--- src/rtl/serial_subtractor.sv ---
// Bit-serial two's-complement subtractor: diff = a - b - bin, one bit per clock, LSB first.
// A single full-subtractor cell is paired with a registered borrow. The result is published
// to diff/bout/ovf only when an operation completes, so the outputs hold through IDLE.
module serial_subtractor #(
  parameter int unsigned WIDTH = 8
) (
  input  logic             clk,
  input  logic             rst_n,
  input  logic             start,
  input  logic [WIDTH-1:0] a,
  input  logic [WIDTH-1:0] b,
  input  logic             bin,
  output logic             busy,
  output logic             done,
  output logic [WIDTH-1:0] diff,
  output logic             bout,
  output logic             ovf
);

  localparam int unsigned CntW = (WIDTH > 1) ? $clog2(WIDTH) : 1;
  localparam logic [CntW-1:0] CntLast = CntW'(WIDTH - 1);

  typedef enum logic [1:0] {StIdle, StShift, StDone} state_e;

  state_e           state_q, state_d;
  logic [WIDTH-1:0] a_q, a_d, b_q, b_d;
  logic [WIDTH-1:0] res_q, res_d;
  logic [WIDTH-1:0] diff_q, diff_d;
  logic [CntW-1:0]  cnt_q, cnt_d;
  logic             br_q, br_d;
  logic             bout_q, bout_d;
  logic             ovf_q, ovf_d;
  logic             busy_q, busy_d;
  logic             done_q, done_d;

  logic a_bit, b_bit, d_bit, br_next, last_bit;

  // Full-subtractor cell on the current LSBs of the operand shift registers.
  always_comb begin
    a_bit    = a_q[0];
    b_bit    = b_q[0];
    d_bit    = a_bit ^ b_bit ^ br_q;
    br_next  = (~a_bit & b_bit) | (~a_bit & br_q) | (b_bit & br_q);
    last_bit = (cnt_q == CntLast);
  end

  // Next-state and datapath control.
  always_comb begin
    state_d = state_q;
    a_d     = a_q;
    b_d     = b_q;
    res_d   = res_q;
    diff_d  = diff_q;
    cnt_d   = cnt_q;
    br_d    = br_q;
    bout_d  = bout_q;
    ovf_d   = ovf_q;
    busy_d  = busy_q;
    done_d  = 1'b0;

    unique case (state_q)
      StIdle: begin
        if (start) begin
          a_d     = a;
          b_d     = b;
          br_d    = bin;
          cnt_d   = '0;
          busy_d  = 1'b1;
          state_d = StShift;
        end
      end
      StShift: begin
        a_d   = a_q >> 1;
        b_d   = b_q >> 1;
        br_d  = br_next;
        res_d = {d_bit, res_q[WIDTH-1:1]};
        if (last_bit) begin
          // On the last bit a_bit/b_bit are the captured operand MSBs and d_bit is diff's MSB.
          diff_d  = {d_bit, res_q[WIDTH-1:1]};
          bout_d  = br_next;
          ovf_d   = (a_bit ^ b_bit) & (d_bit ^ a_bit);
          done_d  = 1'b1;
          state_d = StDone;
        end else begin
          cnt_d = cnt_q + CntW'(1);
        end
      end
      StDone: begin
        busy_d  = 1'b0;
        state_d = StIdle;
      end
      default: begin
        busy_d  = 1'b0;
        state_d = StIdle;
      end
    endcase
  end

  // State and datapath registers; reset aborts any operation in flight.
  always_ff @(posedge clk or negedge rst_n) begin
    if (!rst_n) begin
      state_q <= StIdle;
      a_q     <= '0;
      b_q     <= '0;
      res_q   <= '0;
      diff_q  <= '0;
      cnt_q   <= '0;
      br_q    <= 1'b0;
      bout_q  <= 1'b0;
      ovf_q   <= 1'b0;
      busy_q  <= 1'b0;
      done_q  <= 1'b0;
    end else begin
      state_q <= state_d;
      a_q     <= a_d;
      b_q     <= b_d;
      res_q   <= res_d;
      diff_q  <= diff_d;
      cnt_q   <= cnt_d;
      br_q    <= br_d;
      bout_q  <= bout_d;
      ovf_q   <= ovf_d;
      busy_q  <= busy_d;
      done_q  <= done_d;
    end
  end

  assign busy = busy_q;
  assign done = done_q;
  assign diff = diff_q;
  assign bout = bout_q;
  assign ovf  = ovf_q;

endmodule
--- config.mk ---
export PLATFORM = sky130hd
export DESIGN_NAME = serial_subtractor
export DESIGN_NICKNAME = d
export VERILOG_FILES = /design/src/rtl/serial_subtractor.sv
export SDC_FILE = /design/constraint.sdc
export NUM_CORES = 1
export LEC_CHECK = 0
export ABC_AREA = 1
export BUFFER_PORTS_ARGS = -buffer_cell sky130_fd_sc_hd__buf_2
export CAP_MARGIN = 10
export CORE_UTILIZATION = 55
export DETAILED_ROUTE_END_ITERATION = 16
export PLACE_DENSITY = 0.8
export RECOVER_POWER = 100
export SYNTH_ARGS = -nofsm -noshare
export SYNTH_HDL_FRONTEND = slang
export SYNTH_SLANG_ARGS = --single-unit
export TNS_END_PERCENT = 5
--- constraint.sdc ---
create_clock -name clk -period 2.1 [get_ports clk]
set_clock_uncertainty 0.2 [all_clocks]
set_input_delay 0.525 -clock clk [delete_from_list [all_inputs] [get_ports clk]]
set_output_delay 0.525 -clock clk [all_outputs]
set_load 0.03 [all_outputs]
# == Yosys cells after proc, flatten, opt, wreduce, memory -nomap -nowiden ==
# Index checks and enable logic that the tools add are counted.
# classes
addsub,1
n_eq_ne,5
n_mux,16
n_bitwise,11
reduce_logical,7
# ops
operator,n
case mux 8 bit (2 select lines),2
2-to-1 mux 8 bit,2
AND reduction 2 bit,4
2-to-1 mux 3 bit,2
"inequality test 2 bit, second input constant",3
case mux 3 bit (2 select lines),1
bitwise AND 1 bit,4
2-to-1 mux 1 bit,4
2-to-1 mux 2 bit,2
case mux 1 bit (2 select lines),2
case mux 2 bit (2 select lines),1
"adder 3 x 1 -> 3 bit, second input constant",1
"== test 3 bit, second input constant",1
AND reduction 3 bit,1
bitwise XOR 1 bit,3
"== test 2 x 1 -> 1 bit, second input constant",1
logical NOT 2 bit,1
NOT 1 bit,2
OR 1 bit,2
nonzero test 2 bit,1
# totals
register_bits,42
in_bits,20
output_inout_bits,12
wordCells,51

# == Logic depth before layout (Yosys ltp) ==
# Gate-level depths: netlist of run 1.
# depth
word_depth,5
depth_mapped,8
depth_no_buf,7

# == Worst setup path after synthesis of run 1 ==
# Ideal clock, no wire load.
# synth_path
path_kind,flip-flop to flip-flop
startpoint,register cnt_q[0]
endpoint,"register ovf_q, in the netlist ovf"
setup_ps,65
t_arrival_ps,1294
required_time_ps,1835
path_slack_ps,541
stages_incl_launch_ff,9
path_buffers,1
period_less_slack_ps,1559
path_cell_list,dfrtp_1 ha_1 ha_1 nand2_2 nor2_4 inv_2 buf_6 nand2_1 nand2_1
# synth_between
elab_chain_len,2
# synth_lines
item,line_no,rtl
start: declaration,29,"logic [CntW-1:0] cnt_q, cnt_d;"
start signal: assignment,119,cnt_q <= cnt_d;
== test 3 bit,44,last_bit = (cnt_q == CntLast);
AND reduction 2 bit (no line),-,
end signal: assignment,122,ovf_q <= ovf_d;
end: declaration,32,"logic ovf_q, ovf_d;"
# Every way passes these cells.
# A chain may end at the register's enable or synchronous reset.

# == Worst setup path in the final report of run 1 ==
# layout_path
startpoint,register state_q[1]
endpoint,register b_q[2]
# layout_between
elab_chain_len,3
elab_cells_between_ends,6
classes_between,eq/ne (2); mux (1); reduce/logical (3)
# layout_lines
item,line_no,rtl
start: declaration,25,"state_e state_q, state_d;"
start signal: assignment,102,state_q <= StIdle;
start signal: assignment,114,state_q <= state_d;
== test 2 x 1 -> 1 bit / logical NOT 2 bit (equally long branches),61,unique case (state_q)
nonzero test 2 bit (no line) / inequality test 2 bit (equally long branches),-,
AND reduction 2 bit (no line),-,
end signal: assignment,104,b_q <= '0;
end signal: assignment,116,b_q <= b_d;
end: declaration,26,"logic [WIDTH-1:0] a_q, a_d, b_q, b_d;"
# Parallel ways exist; a longest one is shown, timed or not.

==> impl_metrics.yaml, run 1 <==
global_route:
  grt_overflow: 0
  antenna_found_initial: 0
  grt_max_degree: 42
  grt_pass1_vias: 1412
  grt_usage: 0.193
  grt_pass1_wl_mm: 5.95
yosys:
  yosys.area.top_type_share: 0.515
  synth_fp_nets: 262
  synth-simple-area-share: 0.260
  synth_top_family_by_area: "simple AND/OR/NAND/NOR gates"
  synth_top_area_cell: "dfrtp_1"
  yosys_warnings: 0
  synth_compound_area_frac: 0.0629
  synth-xor-area-share: 0
  synth.area.mux_share: 0
  synth-seq-area-share: 0.515
  synth_area_per_cell_sq_um: 8.40
  yosys.area_share.adder: 0.0352
  synthesis.instances: 237
  ys_ff_latch: 41
  synth.distinct_cells: 19
  yosys-top-cells-area: "dfrtp_1, nand2_1, nand3_1"
  synth_area_sq_um: 1990
timing:
  max_freq_mhz: 555
  holdWs_ns: 0.202
  setup_tns_ns: 0
  max_slew_margin: 0.350
  drv_slew: 0
  rsz0062_at_grt: "no"
  finalHoldViolCount: 0
  fin_crit_ns: 1.80
  worst_slew_pin_slew_ns: 0.975
  setup_viol: 0
  period_share: 0.858
final_layout:
  final_cell_mix: "nand2_1, inv_1, dfrtp_1"
  nets: 293
  antenna_cells: 0
  multi_input_area_sq_um: 683
  n_fill_cell: 317
  drive_gt1_frac: 0.131
  layout_commonest_cell: "nand2_1"
  syn2layout_area_growth_pct: 7.54
  area.sequential_sq_um: 1030
  fin_area_sq_um: 2140
power_and_ir_drop:
  leakage_nw: 1.20
  comb_power_share: 0.438
  p_sw_frac: 0.437
  p_per_area_nw_per_um2: 1440
  irDropWorstVdd_v: 0.000553
  p_sw_w: 0.00134
  power_frac_clock: 0.129
  p_int_w: 0.00173
  power_frac_seq: 0.433
worst_setup_path:
  worst_ep_required_time_ns: 2.13
  critPathMaxFanout: 25
  path_cells: "inv_1, nand2_4, clkbuf_2, nand2_1, nand3_1, nand2_1"
  worstSetupStartpointType: "flip-flop"
  reg2reg_slack_ns: 0.30
  setup.worst_path.end_class: "flip-flop"
  arrival_ns: 1.83
  cp_common_cell: "nand2_1"
  critPathMaxStageDelay_ns: 0.43
  criticalPathCategory: "reg2reg"
  worst_path_max_delay_cell: "dfrtp_1"
cts:
  postCtsSetupRepairBufs: 0
  clock_latency_ns: 0.33
  cts_buffers: 5
  cts-root-buf: "clkbuf_4"
  clock-sinks: 41
  h-tree-depth: 2
  clk_pin_slew_ns: 0.11
  clock_path_buffers: 2
  cts_tree: "yes"
  cts_resized: 0
  cts_hold_buf: 0
min_path:
  hold_path.class: "in2reg"
routing:
  dr_total_vias: 1525
  finalWirelength_mm: 3.29
  drc: 0
  wl_per_cell_um: 10.5
  detail-route-antenna-nets: 0
  drtPass1Iterations: 4
  drtIter0Drc: 78
  via_per_inst: 4.86
placed_design:
  place_congestion: 0.693
  post-dp-hpwl_mm: 2.20
  placed_area_sq_um: 2130
  io_buffers: 31
die:
  num_io_pins: 32
  start_util: 0.587
  fp.dieW_um: 62.2
  core_sq_um: 3390
  die_h_um: 62.2
  placementRows: 21
  dieArea_sq_um: 3860
status:
  status: "finished clean"
job:
  cap_violations: 0
-- state kept, by name, indices dropped and copies added (netlist names) --
name	cells
br_q	1
diff	8
a_q	8
ovf	1
cnt_q	3
busy	1
bout	1
done	1
res_q	7
state_q	2
b_q	8
-- worst paths after layout --
| check | from | endpoint | depth (start not counted) |
|---|---|---|---|
| hold reg to reg | busy | busy | 2 |
| min in group asynchronous | rst_n | diff[3] | 2 |
| max in group asynchronous | rst_n | b_q[0] | 2 |
| setup reg to reg | state_q[1] | b_q[2] | 6 |
| setup / recovery | state_q[1] | b_q[2] | 6 |
| hold / removal | b[7] | b_q[7] | 3 |
-- power groups by stage --
stage	sequential [W]	combinational (W)	clock (W)
detailed placement	0.00134	0.00147	0
global route	0.00138	0.00158	0.000440
finish	0.00133	0.00135	0.000395
floorplan	0.00150	0.00107	0
CTS	0.00133	0.00148	0.000403
global placement	0.00133	0.00142	0
-- synthesized netlist by cell type --
cell type / number
a21oi_1: 1
fa_1: 1
dfrtp_1: 41
inv_1: 40
o21ai_0: 4
buf_6: 7
buf_2: 1
nor2_1: 3
inv_2: 2
o21ai_2: 8
o21ai_1: 6
clkbuf_1: 1
buf_4: 1
nor2_4: 1
nand2_4: 2
nand2_2: 2
nand2_1: 81
nand3_1: 31
ha_1: 4
-- final cells by class --
cell class | instances | share of cell area
flip-flops and latches | 41 | 0.479
well taps | 46 | 0.0269
multi-input cells | 144 | 0.319
repair buffers | 34 | 0.0736
inverters | 42 | 0.0736
clock buffers | 6 | 0.0240
clock inverters | 1 | 0.00351
-- kinds of logic after synthesis --
group | Yosys count
DFF | 41
buffers and inverters | 52
and+or+nand+nor | 120
adders and majority gates | 5
AOI/OAI and AO/OA | 19
-- layer usage --
layer	global-route usage	share of wire
met5	0	0
met4	0.0523	0.0091
met3	0.0496	0.044
met2	0.332	0.48
met1	0.240	0.46
-- worst max-delay path: cells and delay by family, from the launching register on --
kind | cells | cell delay (ns)
buffers and inverters | 2 | 0.55
and+or+nand+nor | 4 | 0.51
DFF | 1 | 0.43
-- per-stage QoR --
step,std cells,total power [W],utilization,setup WS [ns]
floorplan,237,0.00257,-,0.541
global placement,307,0.00275,0.629,0.370
detailed placement,307,0.00282,0.629,0.398
CTS,314,0.00321,0.646,0.357
global route,314,0.00340,0.632,0.114
finish,314,0.00307,0.632,0.297
(Power assumes the default switching activity.)
==> run 2: changes to the inputs <==
- BUFFER_PORTS_ARGS: -buffer_cell sky130_fd_sc_hd__buf_2 -> default
- CORE_UTILIZATION: 55 -> 56
- DONT_BUFFER_PORTS: default -> 1
- PLACE_DENSITY: 0.8 -> 0.73
==> impl_metrics.yaml, run 2 (same netlist as run 1, synthesis figures left out) <==
status:
  status: "finished clean"
worst_setup_path:
  critPathMaxFanout: 18
  setup.worst_path.end_class: "flip-flop"
  worst_ep_required_time_ns: 2.16
  cp_common_cell: "nand2_1"
  criticalPathCategory: "reg2reg"
  critPathMaxStageDelay_ns: 0.44
  worstSetupStartpointType: "flip-flop"
  worst_path_max_delay_cell: "dfrtp_1"
  arrival_ns: 1.77
  reg2reg_slack_ns: 0.39
  path_cells: "inv_1, nand2_4, nand2_2, nand2_1, nand2_1, nand2_1"
routing:
  wl_per_cell_um: 11.4
  drc: 0
  dr_total_vias: 1409
  via_per_inst: 4.93
  drtPass1Iterations: 4
  finalWirelength_mm: 3.26
  drtIter0Drc: 38
  detail-route-antenna-nets: 0
timing:
  max_slew_margin: 0.358
  rsz0062_at_grt: "no"
  finalHoldViolCount: 0
  fin_crit_ns: 1.71
  worst_slew_pin_slew_ns: 0.963
  setup_viol: 0
  drv_slew: 0
  period_share: 0.814
  max_freq_mhz: 585
  setup_tns_ns: 0
die:
  die_h_um: 61.6
  fp.dieW_um: 61.6
  core_sq_um: 3360
  num_io_pins: 32
  dieArea_sq_um: 3800
  placementRows: 21
  start_util: 0.592
power_and_ir_drop:
  irDropWorstVdd_v: 0.000610
  comb_power_share: 0.344
  p_sw_w: 0.00135
  finalPower_w: 0.00317
  power_frac_seq: 0.484
  power_frac_clock: 0.173
  p_int_w: 0.00183
  p_sw_frac: 0.424
  leakage_nw: 1.14
  p_per_area_nw_per_um2: 1550
cts:
  postCtsSetupRepairBufs: 0
  cts_buffers: 5
  clock-sinks: 41
  cts-root-buf: "clkbuf_4"
  cts_resized: 0
  clock_latency_ns: 0.36
  clk_pin_slew_ns: 0.13
  cts_hold_buf: 2
  cts_tree: "yes"
  h-tree-depth: 2
  clock_path_buffers: 2
global_route:
  top_usage_layer: "met2"
  grt_use_met1: 0.240
  grt_pass1_wl_mm: 5.16
  antenna_found_initial: 0
  grt_overflow: 0
  grt_max_degree: 42
  grt_usage: 0.194
  grt_util_met2: 0.312
  globalRouteMet3Util: 0.0714
  grt_pass1_vias: 1176
final_layout:
  stdcell_count: 286
  drive_gt1_frac: 0.0750
  nets: 264
  n_fill_cell: 347
  final_cell_mix: "nand2_1, inv_1, dfrtp_1"
  syn2layout_area_growth_pct: 3.02
  layout_commonest_cell: "nand2_1"
  antenna_cells: 0
placed_design:
  post-dp-hpwl_mm: 2.14
  place_congestion: 0.723
  io_buffers: 0
  dp.cells: 276
job:
  cap_violations: 0
min_path:
  hold_path.class: "in2reg"
run 2: through the flow:
step	hold WS (ns)	instance area (sq um)	setup WS [ns]	utilization
after floorplan	0.0294	1990	0.541	-
after global placement	0.0302	1980	0.392	0.587
after detailed placement	0.0303	1980	0.390	0.587
after CTS	0.0728	2090	0.361	0.623
after global routing	0.0651	2050	0.230	0.610
final	0.0891	2050	0.390	0.610
run 2: cell type report:
| class | instances | area, sq um | area share |
|---|---|---|---|
| repair buffers | 5 | 37.5 | 0.0183 |
| multi-input cells | 144 | 683 | 0.333 |
| clock buffers | 6 | 51.3 | 0.0250 |
| flip-flops and latches | 41 | 1030 | 0.500 |
| well taps | 46 | 57.6 | 0.0281 |
| clock inverters | 2 | 37.5 | 0.0183 |
| inverters | 42 | 158 | 0.0769 |
run 2: metal layers:
metal  part of all wire  up-vias
li1                   -      720
met1               0.46      650
met2               0.47       34
met3              0.049        5
met4              0.017        0
met5                  0        -
run 2: critical path: cells and delay by family, from the launching register on:
| kind | cells | cell delay [ns] |
|---|---|---|
| flops | 1 | 0.44 |
| buf+inv | 1 | 0.19 |
| simple gates | 5 | 0.77 |
run 2: worst paths after layout:
path,from,to,cells after the start
worst max-delay path,state_q[1],cnt_q[1],6
worst min-delay path,a[7],a_q[7],2
worst max register to register,state_q[1],cnt_q[1],6
worst min register to register,res_q[1],diff[0],2
max in group asynchronous,rst_n,a_q[3],2
min in group asynchronous,rst_n,diff[0],2
run 2: power by group through the flow:
stage	sequential [W]	combinational, W	clock [W]
3_3_place_gp	0.00154	0.00113	0
6_report	0.00153	0.00109	0.000548
2_1_floorplan	0.00150	0.00107	0
5_1_grt	0.00159	0.00129	0.000595
4_1_cts	0.00154	0.00119	0.000563
3_5_place_dp	0.00155	0.00116	0
